<file path="src/rtl/memory_loader.sv">
// Boot-time image loader: parses a length/payload/XOR-checksum byte frame and emits one
// word write per four payload bytes, holding the CPU in reset until the image verifies.
module memory_loader #(
  parameter int unsigned Depth = 512
) (
  input  logic        clk_i,
  input  logic        rst_ni,
  input  logic        start_i,
  input  logic        in_valid_i,
  input  logic [7:0]  in_data_i,
  output logic        in_ready_o,
  output logic        mem_write_enable_o,
  output logic [31:0] mem_write_address_o,
  output logic [31:0] mem_write_data_o,
  output logic        cpu_hold_o,
  output logic        busy_o,
  output logic        done_o,
  output logic        error_o
);

  localparam int unsigned IdxW = $clog2(Depth + 1);

  typedef enum logic [2:0] {StIdle, StHeader, StData, StCheck, StDone, StError} state_e;

  state_e            state_q, state_d;
  logic [31:0]       len_q, len_d;
  logic [1:0]        bcnt_q, bcnt_d;
  logic [IdxW-1:0]   widx_q, widx_d;
  logic [7:0]        xor_q, xor_d;
  logic [23:0]       word_q, word_d;
  logic              we_q, we_d;
  logic [31:0]       addr_q, addr_d;
  logic [31:0]       wdata_q, wdata_d;
  logic              in_ready_q, cpu_hold_q, busy_q, done_q, error_q;

  logic              accept;
  logic [31:0]       hdr_word;
  logic              last_word;

  assign accept    = in_valid_i & in_ready_q;
  assign hdr_word  = {in_data_i, len_q[31:8]};
  assign last_word = (32'(widx_q) + 32'd1) == len_q;

  always_comb begin
    state_d = state_q;
    len_d   = len_q;
    bcnt_d  = bcnt_q;
    widx_d  = widx_q;
    xor_d   = xor_q;
    word_d  = word_q;
    we_d    = 1'b0;
    addr_d  = addr_q;
    wdata_d = wdata_q;
    unique case (state_q)
      StIdle, StDone, StError: begin
        if (start_i) begin
          state_d = StHeader;
          len_d   = '0;
          bcnt_d  = '0;
          widx_d  = '0;
          xor_d   = '0;
        end
      end
      StHeader: begin
        if (accept) begin
          len_d  = hdr_word;
          bcnt_d = bcnt_q + 2'd1;
          if (bcnt_q == 2'd3) begin
            if (hdr_word > 32'(Depth)) state_d = StError;
            else if (hdr_word == 32'd0) state_d = StCheck;
            else state_d = StData;
          end
        end
      end
      StData: begin
        if (accept) begin
          xor_d  = xor_q ^ in_data_i;
          word_d = {in_data_i, word_q[23:8]};
          bcnt_d = bcnt_q + 2'd1;
          if (bcnt_q == 2'd3) begin
            we_d    = 1'b1;
            addr_d  = 32'({widx_q, 2'b00});
            wdata_d = {in_data_i, word_q};
            widx_d  = widx_q + 1'b1;
            if (last_word) state_d = StCheck;
          end
        end
      end
      StCheck: begin
        if (accept) state_d = (in_data_i == xor_q) ? StDone : StError;
      end
      default: state_d = StIdle;
    endcase
  end

  // Status outputs are registered from the next state so they line up with state_q.
  always_ff @(posedge clk_i or negedge rst_ni) begin
    if (!rst_ni) begin
      state_q    <= StIdle;
      len_q      <= '0;
      bcnt_q     <= '0;
      widx_q     <= '0;
      xor_q      <= '0;
      word_q     <= '0;
      we_q       <= 1'b0;
      addr_q     <= '0;
      wdata_q    <= '0;
      in_ready_q <= 1'b0;
      cpu_hold_q <= 1'b1;
      busy_q     <= 1'b0;
      done_q     <= 1'b0;
      error_q    <= 1'b0;
    end else begin
      state_q    <= state_d;
      len_q      <= len_d;
      bcnt_q     <= bcnt_d;
      widx_q     <= widx_d;
      xor_q      <= xor_d;
      word_q     <= word_d;
      we_q       <= we_d;
      addr_q     <= addr_d;
      wdata_q    <= wdata_d;
      in_ready_q <= state_d inside {StHeader, StData, StCheck};
      busy_q     <= state_d inside {StHeader, StData, StCheck};
      cpu_hold_q <= state_d != StDone;
      done_q     <= state_d == StDone;
      error_q    <= state_d == StError;
    end
  end

  assign in_ready_o          = in_ready_q;
  assign mem_write_enable_o  = we_q;
  assign mem_write_address_o = addr_q;
  assign mem_write_data_o    = wdata_q;
  assign cpu_hold_o          = cpu_hold_q;
  assign busy_o              = busy_q;
  assign done_o              = done_q;
  assign error_o             = error_q;

endmodule

</file>
<file path="config.mk">
export PLATFORM = sky130hd
export DESIGN_NAME = memory_loader
export DESIGN_NICKNAME = d
export VERILOG_FILES = /design/src/rtl/memory_loader.sv
export SDC_FILE = /design/constraint.sdc
export NUM_CORES = 1
export LEC_CHECK = 0
export CAP_MARGIN = 10
export CORE_MARGIN = 1.5
export CORE_UTILIZATION = 38
export DETAILED_ROUTE_END_ITERATION = 8
export PLACE_DENSITY = 0.56
export SYNTH_ARGS = -nofsm -noshare
export SYNTH_HDL_FRONTEND = slang
export SYNTH_SLANG_ARGS = --single-unit
</file>
<file path="constraint.sdc">
create_clock -name clk_i -period 6.3 [get_ports clk_i]
set_clock_uncertainty 0.2 [all_clocks]
set_input_delay 1.26 -clock clk_i [delete_from_list [all_inputs] [get_ports clk_i]]
set_output_delay 1.26 -clock clk_i [all_outputs]
set_load 0.02 [all_outputs]
</file>
==> results of run 1 <==
layer usage:
metal  part of all wire [%]  vias up  wire length, um
li1                       -     2171                -
met1                     51     2080             6420
met2                     43      112             5480
met3                    4.8       11              612
met4                    1.4        0              174
met5                      0        -                0
final timing paths:
| kind | start | endpoint | slack, ns | cells after the start |
|---|---|---|---|---|
| worst min-delay path | word_q[0] | mem_write_data_o[0] | 0.27 | 2 |
| worst max-delay path | in_valid_i | widx_q[5] | 2.54 | 7 |
| min in group asynchronous | rst_ni | len_q[20] | 0.76 | 1 |
| max in group asynchronous | rst_ni | mem_write_address_o[10] | 3.85 | 2 |
| worst min register to register | word_q[0] | mem_write_data_o[0] | 0.27 | 2 |
| worst max register to register | state_q[1] | widx_q[5] | 3.27 | 6 |
critical path, stage by stage:
cell and delay, ns:
sky130_fd_sc_hd__clkdlybuf4s50_1 0.61, sky130_fd_sc_hd__nand3_1 0.16, sky130_fd_sc_hd__nand2b_2 0.53, sky130_fd_sc_hd__buf_4 0.39, sky130_fd_sc_hd__inv_2 0.61, sky130_fd_sc_hd__nand3_1 0.14
sky130_fd_sc_hd__o21ai_1 0.14
kinds of logic after synthesis:
logic type	count (synthesis)
AOI/OAI and AO/OA	86
xor gates and xnor gates	24
adders and majority gates	2
buffers and inverters	59
DFF	126
muxes	1
other	1
and+or+nand+nor	351
power by group through the flow:
stage,logic (uW),clock network [uW],registers (uW)
finish,436,1060,1000
global placement,434,0,1010
detailed placement,439,0,1010
CTS,441,1080,998
floorplan,339,0,991
global route,499,1120,1010
metrics by stage:
step / util, % / setup slack (ns) / area (sq um) / total power (uW)
floorplan: - / 3.26 / 5770 / 1330
global placement: 43.4 / 2.19 / 6330 / 1440
detailed placement: 43.4 / 2.11 / 6330 / 1450
CTS: 47.8 / 2.56 / 6980 / 2520
global route: 47.8 / 2.26 / 6980 / 2630
finish: 47.8 / 2.54 / 6980 / 2490
registers in the layout (all words and copies together), names as in the netlist, 2 cells and up:
register and flops:
widx_q 10, bcnt_q 2, state_q 3, mem_write_data_o 32, len_q 32, mem_write_address_o 10, word_q 24, xor_q 8
final cells by class:
type,instances,area (sq um),share of cell area [%]
sequential,126,3150,45.2
multi-input combinational,486,2310,33.1
timing repair buffer,63,618,8.86
clock buffer,27,523,7.50
tap,184,230,3.30
clock inverter,5,125,1.79
inverter,4,15.0,0.215
synth_stat cells, drive strengths merged (2+ instances only):
library cell	n	area (sq um)
nand2	276	1040
o31ai	3	22.5
dfrtp	125	3130
xnor2	19	166
clkbuf	28	105
nor2	20	75.1
nor3	7	35.0
nand2b	3	18.8
inv	4	15.0
or4	2	18.8
and3	5	31.3
a21o	2	15.0
nand3	16	80.1
xor2	5	43.8
nor3b	2	20.0
a21oi	5	25.0
ha	2	25.0
o21ai	64	320
nor2b	5	31.3
a211oi	2	15.0
buf	27	191
nand4	4	25.0
nor4	6	67.6
==> results.txt, run 1 <==
# rows = 44
Global-route wire length before repair = 21.2 mm
CTS Buf Count = 17
Clock slew at the register clock pins of the worst setup and hold paths = 0.05 ns
Floorplan Core Area = 0.0146 sq mm
Share of final-layout standard cells stronger than drive strength 1 = 6.19%
Number of nets in the layout = 712
Post-cts resize count = 0
Detail-routed via count per cell = 4.89
Floorplan die height = 125 um
Count of antenna-violating nets left after detailed routing = 0
Met2 global-route usage = 23.9%
Leakage power = 0.00341 uW
Setup-violating endpoint count in the final report = 0
Number of hold-slack violations in the final timing report = 0
Largest net degree at the start of global routing = 75
Flop and latch count out of synthesis = 126
Main combinational cell family by area after synthesis = simple AND/OR/NAND/NOR gates
Worst-case vdd ir drop = 0.213 mV
Yosys Warn Count = 0
Placed cell count = 863
Via count = 4374
Clock latency on the worst-skew pair = 0.41 ns
Met3 Track Usage GR = 4.11%
Ys flop type = sky130_fd_sc_hd__dfrtp_1
Areal power density over the cells = 357 mW/mm^2
Type of element launching the critical path = input port
Endpoint required time on the critical path = 6.44 ns
Starting density of the core = 39.0%
Top library cells by usage in the layout, fill and taps aside = sky130_fd_sc_hd__nand2_1 (276), sky130_fd_sc_hd__dfrtp_1 (125), sky130_fd_sc_hd__clkdlybuf4s50_1 (58)
Mean cell area of the mapped netlist = 8.76 sq um
Root buf cell = sky130_fd_sc_hd__clkbuf_16
Gpl congestion = 0.815
Fill cell count = 1390
Total wirelength of the detailed-routed design = 12.7 mm
DR iter-0 viols = 303
Antenna violations before repair = 0
Gate power share = 17.5%
Status = finished clean
Vias in the first global route = 4097
Compound-gate portion of the synthesized area = 8.72%
Biggest fanout along the worst timing path = 47
Setup repair after global routing missed its margin = false
Max Slew Vio Count = 0
Data arrival time of the critical path = 3.89 ns
Hold-fix buffer count after cts = 0
Post-synthesis cell area = 0.00569 sq mm
Worst Tran Pin Value = 1.01 ns
Top Usage Layer GRT = met1
Maximum clock frequency = 266 MHz
Fraction of power consumed by the clock network = 42.4%
TritonCTS Sinks = 126
Buffer levels on the longest clock path = 2
Area of the die = 0.0157 sq mm
Antenna diode instance count = 0
Aggregate global-route resource usage = 17.0%
Portion of netlist area occupied by mux cells = 0.198%
Sequential share of power = 40.1%
Fraction of registers with async set/reset = 100%
Number of max-cap violations = 0
Adder-cell share of the synthesized area = 0.439%
Pre-antenna DRT Iters = 4
Max-Slew Margin vs Limit = 32.7%
Sequential-to-total area share from yosys stat = 55.4%
Post-synthesis simple-gate area fraction = 26.0%
Type of the worst setup path = input port to flip-flop
Detailed placement HPWL = 8.35 mm
Number of enable-type register cells in the synthesized netlist = 0
Final standard cell count with taps included and fillers excluded = 895
Relative area change from synthesis to final layout = 22.5%
Distinct cell type count of the synthesized netlist = 48
Worst setup EP type = flip-flop
Final worst-path cycle share = 59.6%
DRC violations left = 0
Switch share = 28.2%
Wire length per cell after detailed routing = 14.2 um
Hold slack = 0.265 ns
Number of top-level pins = 82
Global route total overflow = 0
Most common cell after layout, fill and taps aside = sky130_fd_sc_hd__nand2_1
Port Buf Inserts = 59
Clock tree from TritonCTS = done
Cell-internal power = 1790 uW
Die span in x = 125 um
Fin crit period = 3.76 ns
H-tree level count = 4
Post-route setup TNS = 0 ns
P_sw = 704 uW
Worst Hold Class = flip-flop to flip-flop
Number of instances in the synthesized netlist = 650
Setup bufs post-CTS = 0
Post-synthesis xor/xnor area fraction = 3.69%
Met1 usage = 25.5%
No activity file was read; power rests on OpenSTA's default activity.
==> run 2, diff against run 1 <==
--- a/config.mk
+++ b/config.mk
@@ -9,7 +9,7 @@
 export CORE_MARGIN = 1.5
 export CORE_UTILIZATION = 38
 export DETAILED_ROUTE_END_ITERATION = 8
-export PLACE_DENSITY = 0.56
+export PLACE_DENSITY = 0.58
 export SYNTH_ARGS = -nofsm -noshare
 export SYNTH_HDL_FRONTEND = slang
 export SYNTH_SLANG_ARGS = --single-unit
==> constraint.sdc (replaced) <==
create_clock -name clk_i -period 3.3 [get_ports clk_i]
set_clock_uncertainty 0.2 [all_clocks]
set_input_delay 0.66 -clock clk_i [delete_from_list [all_inputs] [get_ports clk_i]]
set_output_delay 0.66 -clock clk_i [all_outputs]
set_load 0.02 [all_outputs]
==> results.txt, run 2 (synthesized netlist as in run 1, its figures left out) <==
Total wirelength of the detailed-routed design = 12.6 mm (was 12.7 mm)
Clock tree from TritonCTS = done (unchanged)
Detail-routed via count per cell = 4.85 (was 4.89)
Worst-case vdd ir drop = 0.401 mV (was 0.213 mV)
Setup bufs post-CTS = 0 (unchanged)
Sequential share of power = 40.3% (was 40.1%)
Max Slew Vio Count = 0 (unchanged)
Fraction of power consumed by the clock network = 41.6% (was 42.4%)
Port Buf Inserts = 59 (unchanged)
P_sw = 1370 uW (was 704 uW)
Number of hold-slack violations in the final timing report = 0 (unchanged)
Post-route setup TNS = 0 ns (unchanged)
Buffer levels on the longest clock path = 2 (unchanged)
Number of top-level pins = 82 (unchanged)
Status = finished clean (unchanged)
Areal power density over the cells = 668 mW/mm^2 (was 357 mW/mm^2)
Clock slew at the register clock pins of the worst setup and hold paths = 0.05 ns (about the same)
Core occupancy in the finished layout = 48.6% (was 47.8%)
Data arrival time of the critical path = 2.84 ns (was 3.89 ns)
Worst slack at placement = 0.194 ns (was 2.11 ns)
Number of max-cap violations = 0 (unchanged)
Count of antenna-violating nets left after detailed routing = 0 (unchanged)
Final Instance Area = 0.00710 sq mm (was 0.00698 sq mm)
Fin crit period = 2.71 ns
Switch share = 29.0% (was 28.2%)
Biggest fanout along the worst timing path = 11 (was 47)
H-tree level count = 4 (unchanged)
Number of nets in the layout = 728 (was 712)
Worst setup EP type = flip-flop (unchanged)
DR iter-0 viols = 316 (was 303)
R2R depth = 7 (was 6)
Hold-fix buffer count after cts = 0 (unchanged)
Detailed placement HPWL = 8.65 mm (was 8.35 mm)
Final worst-path cycle share = 82.0%
Gate power share = 18.1% (was 17.5%)
Top library cells by usage in the layout, fill and taps aside = sky130_fd_sc_hd__nand2_1 (276), sky130_fd_sc_hd__dfrtp_1 (125), sky130_fd_sc_hd__clkdlybuf4s50_1 (58) (unchanged)
Antenna violations before repair = 0 (unchanged)
Relative area change from synthesis to final layout = 24.6% (was 22.5%)
Type of element launching the critical path = input port (unchanged)
Max-Slew Margin vs Limit = 41.2% (was 32.7%)
Leakage power = 0.00348 uW (was 0.00341 uW)
Vias in the first global route = 4343 (was 4097)
DRC violations left = 0 (unchanged)
Wire length per cell after detailed routing = 13.8 um (was 14.2 um)
Setup repair after global routing missed its margin = false (unchanged)
Cell-internal power = 3370 uW (was 1790 uW)
Area after detailed placement = 0.00646 sq mm (was 0.00633 sq mm)
Final setup slack of the worst path = 0.593 ns (was 2.54 ns)
CTS Buf Count = 17 (unchanged)
Most common cell after layout, fill and taps aside = sky130_fd_sc_hd__nand2_1 (unchanged)
Share of final-layout standard cells stronger than drive strength 1 = 8.67% (was 6.19%)
Worst Hold Class = input port to async pin (was flip-flop to flip-flop)
Area of the die = 0.0157 sq mm (unchanged)
Global route total overflow = 0 (unchanged)
Worst Tran Pin Value = 0.880 ns (was 1.01 ns)
Floorplan Core Area = 0.0146 sq mm (unchanged)
Root buf cell = sky130_fd_sc_hd__clkbuf_16 (unchanged)
Pre-antenna DRT Iters = 4 (unchanged)
Global-route wire length before repair = 21.5 mm (was 21.2 mm)
Post-layout power = 4740 uW (was 2490 uW)
Via count = 4414 (was 4374)
Endpoint required time on the critical path = 3.44 ns (was 6.44 ns)
Setup-violating endpoint count in the final report = 0 (unchanged)
Antenna diode instance count = 0 (unchanged)
Gpl congestion = 0.843 (was 0.815)
TritonCTS Sinks = 126 (unchanged)
Maximum clock frequency = 369 MHz
Aggregate global-route resource usage = 17.2% (was 17.0%)
Clock latency on the worst-skew pair = 0.42 ns (was 0.41 ns)
Floorplan die height = 125 um (unchanged)
Type of the worst setup path = input port to flip-flop (unchanged)
Starting density of the core = 39.0% (unchanged)
# rows = 44 (unchanged)
Largest net degree at the start of global routing = 56 (was 75)
Die span in x = 125 um (unchanged)
Post-cts resize count = 0 (unchanged)
run 2: changes by cell type in the layout (fill, tap and decap cells not counted):
cell / change
sky130_fd_sc_hd__buf_12: +1
sky130_fd_sc_hd__clkinv_2: +3
sky130_fd_sc_hd__buf_4: +15
sky130_fd_sc_hd__clkinvlp_4: +3
sky130_fd_sc_hd__clkbuf_1: -3
sky130_fd_sc_hd__clkbuf_8: -3
run 2: power groups by stage:
stage	Clock [uW]	Sequential (uW)	Combinational (uW)
global placement	0	1930	847
global route	2080	1930	984
detailed placement	0	1930	867
floorplan	0	1890	647
finish	1970	1910	857
CTS	2020	1910	871
run 2: final timing paths:
kind / startpoint / end / slack (ns)
setup reg to reg: widx_q[0] / done_o / 0.62
max in group asynchronous: rst_ni / mem_write_data_o[11] / 2.10
setup / recovery: in_valid_i / widx_q[2] / 0.59
min in group clk_i: word_q[4] / mem_write_data_o[4] / 0.27
hold reg to reg: word_q[4] / mem_write_data_o[4] / 0.27
hold / removal: rst_ni / len_q[28] / 0.10
run 2: worst max-delay path, cell delays in order:
cell and delay [ns]:
sky130_fd_sc_hd__clkdlybuf4s50_1 0.53, sky130_fd_sc_hd__nand4b_1 0.15, sky130_fd_sc_hd__a21oi_1 0.09, sky130_fd_sc_hd__a31oi_1 0.59, sky130_fd_sc_hd__o21bai_1 0.50, sky130_fd_sc_hd__o21ai_0 0.20, sky130_fd_sc_hd__o21ai_1 0.11
run 2: per-stage QoR:
| stage | cells | hold slack (ns) |
|---|---|---|
| 2_1_floorplan | 671 | 0.164 |
| 3_3_place_gp | 879 | 0.257 |
| 3_5_place_dp | 879 | 0.257 |
| 4_1_cts | 911 | 0.126 |
| 5_1_grt | 911 | 0.157 |
| 6_report | 911 | 0.103 |
run 2: final cells by class:
class                      count  area (sq um)
clock inverter                11           163
fill                        1392          7490
clock buffer                  21           470
tap                          184           230
sequential                   126          3150
multi-input combinational    486          2310
inverter                       4          15.0
timing repair buffer          79           751
run 2: per-layer routing:
| metal | vias to the layer above | wire length, um | GRT usage (%) |
|---|---|---|---|
| li1 | 2192 | - | - |
| met1 | 2123 | 6090 | 23.1 |
| met2 | 87 | 5750 | 26.3 |
| met3 | 12 | 581 | 4.62 |
| met4 | 0 | 143 | 7.22 |
| met5 | - | 0 | 0 |
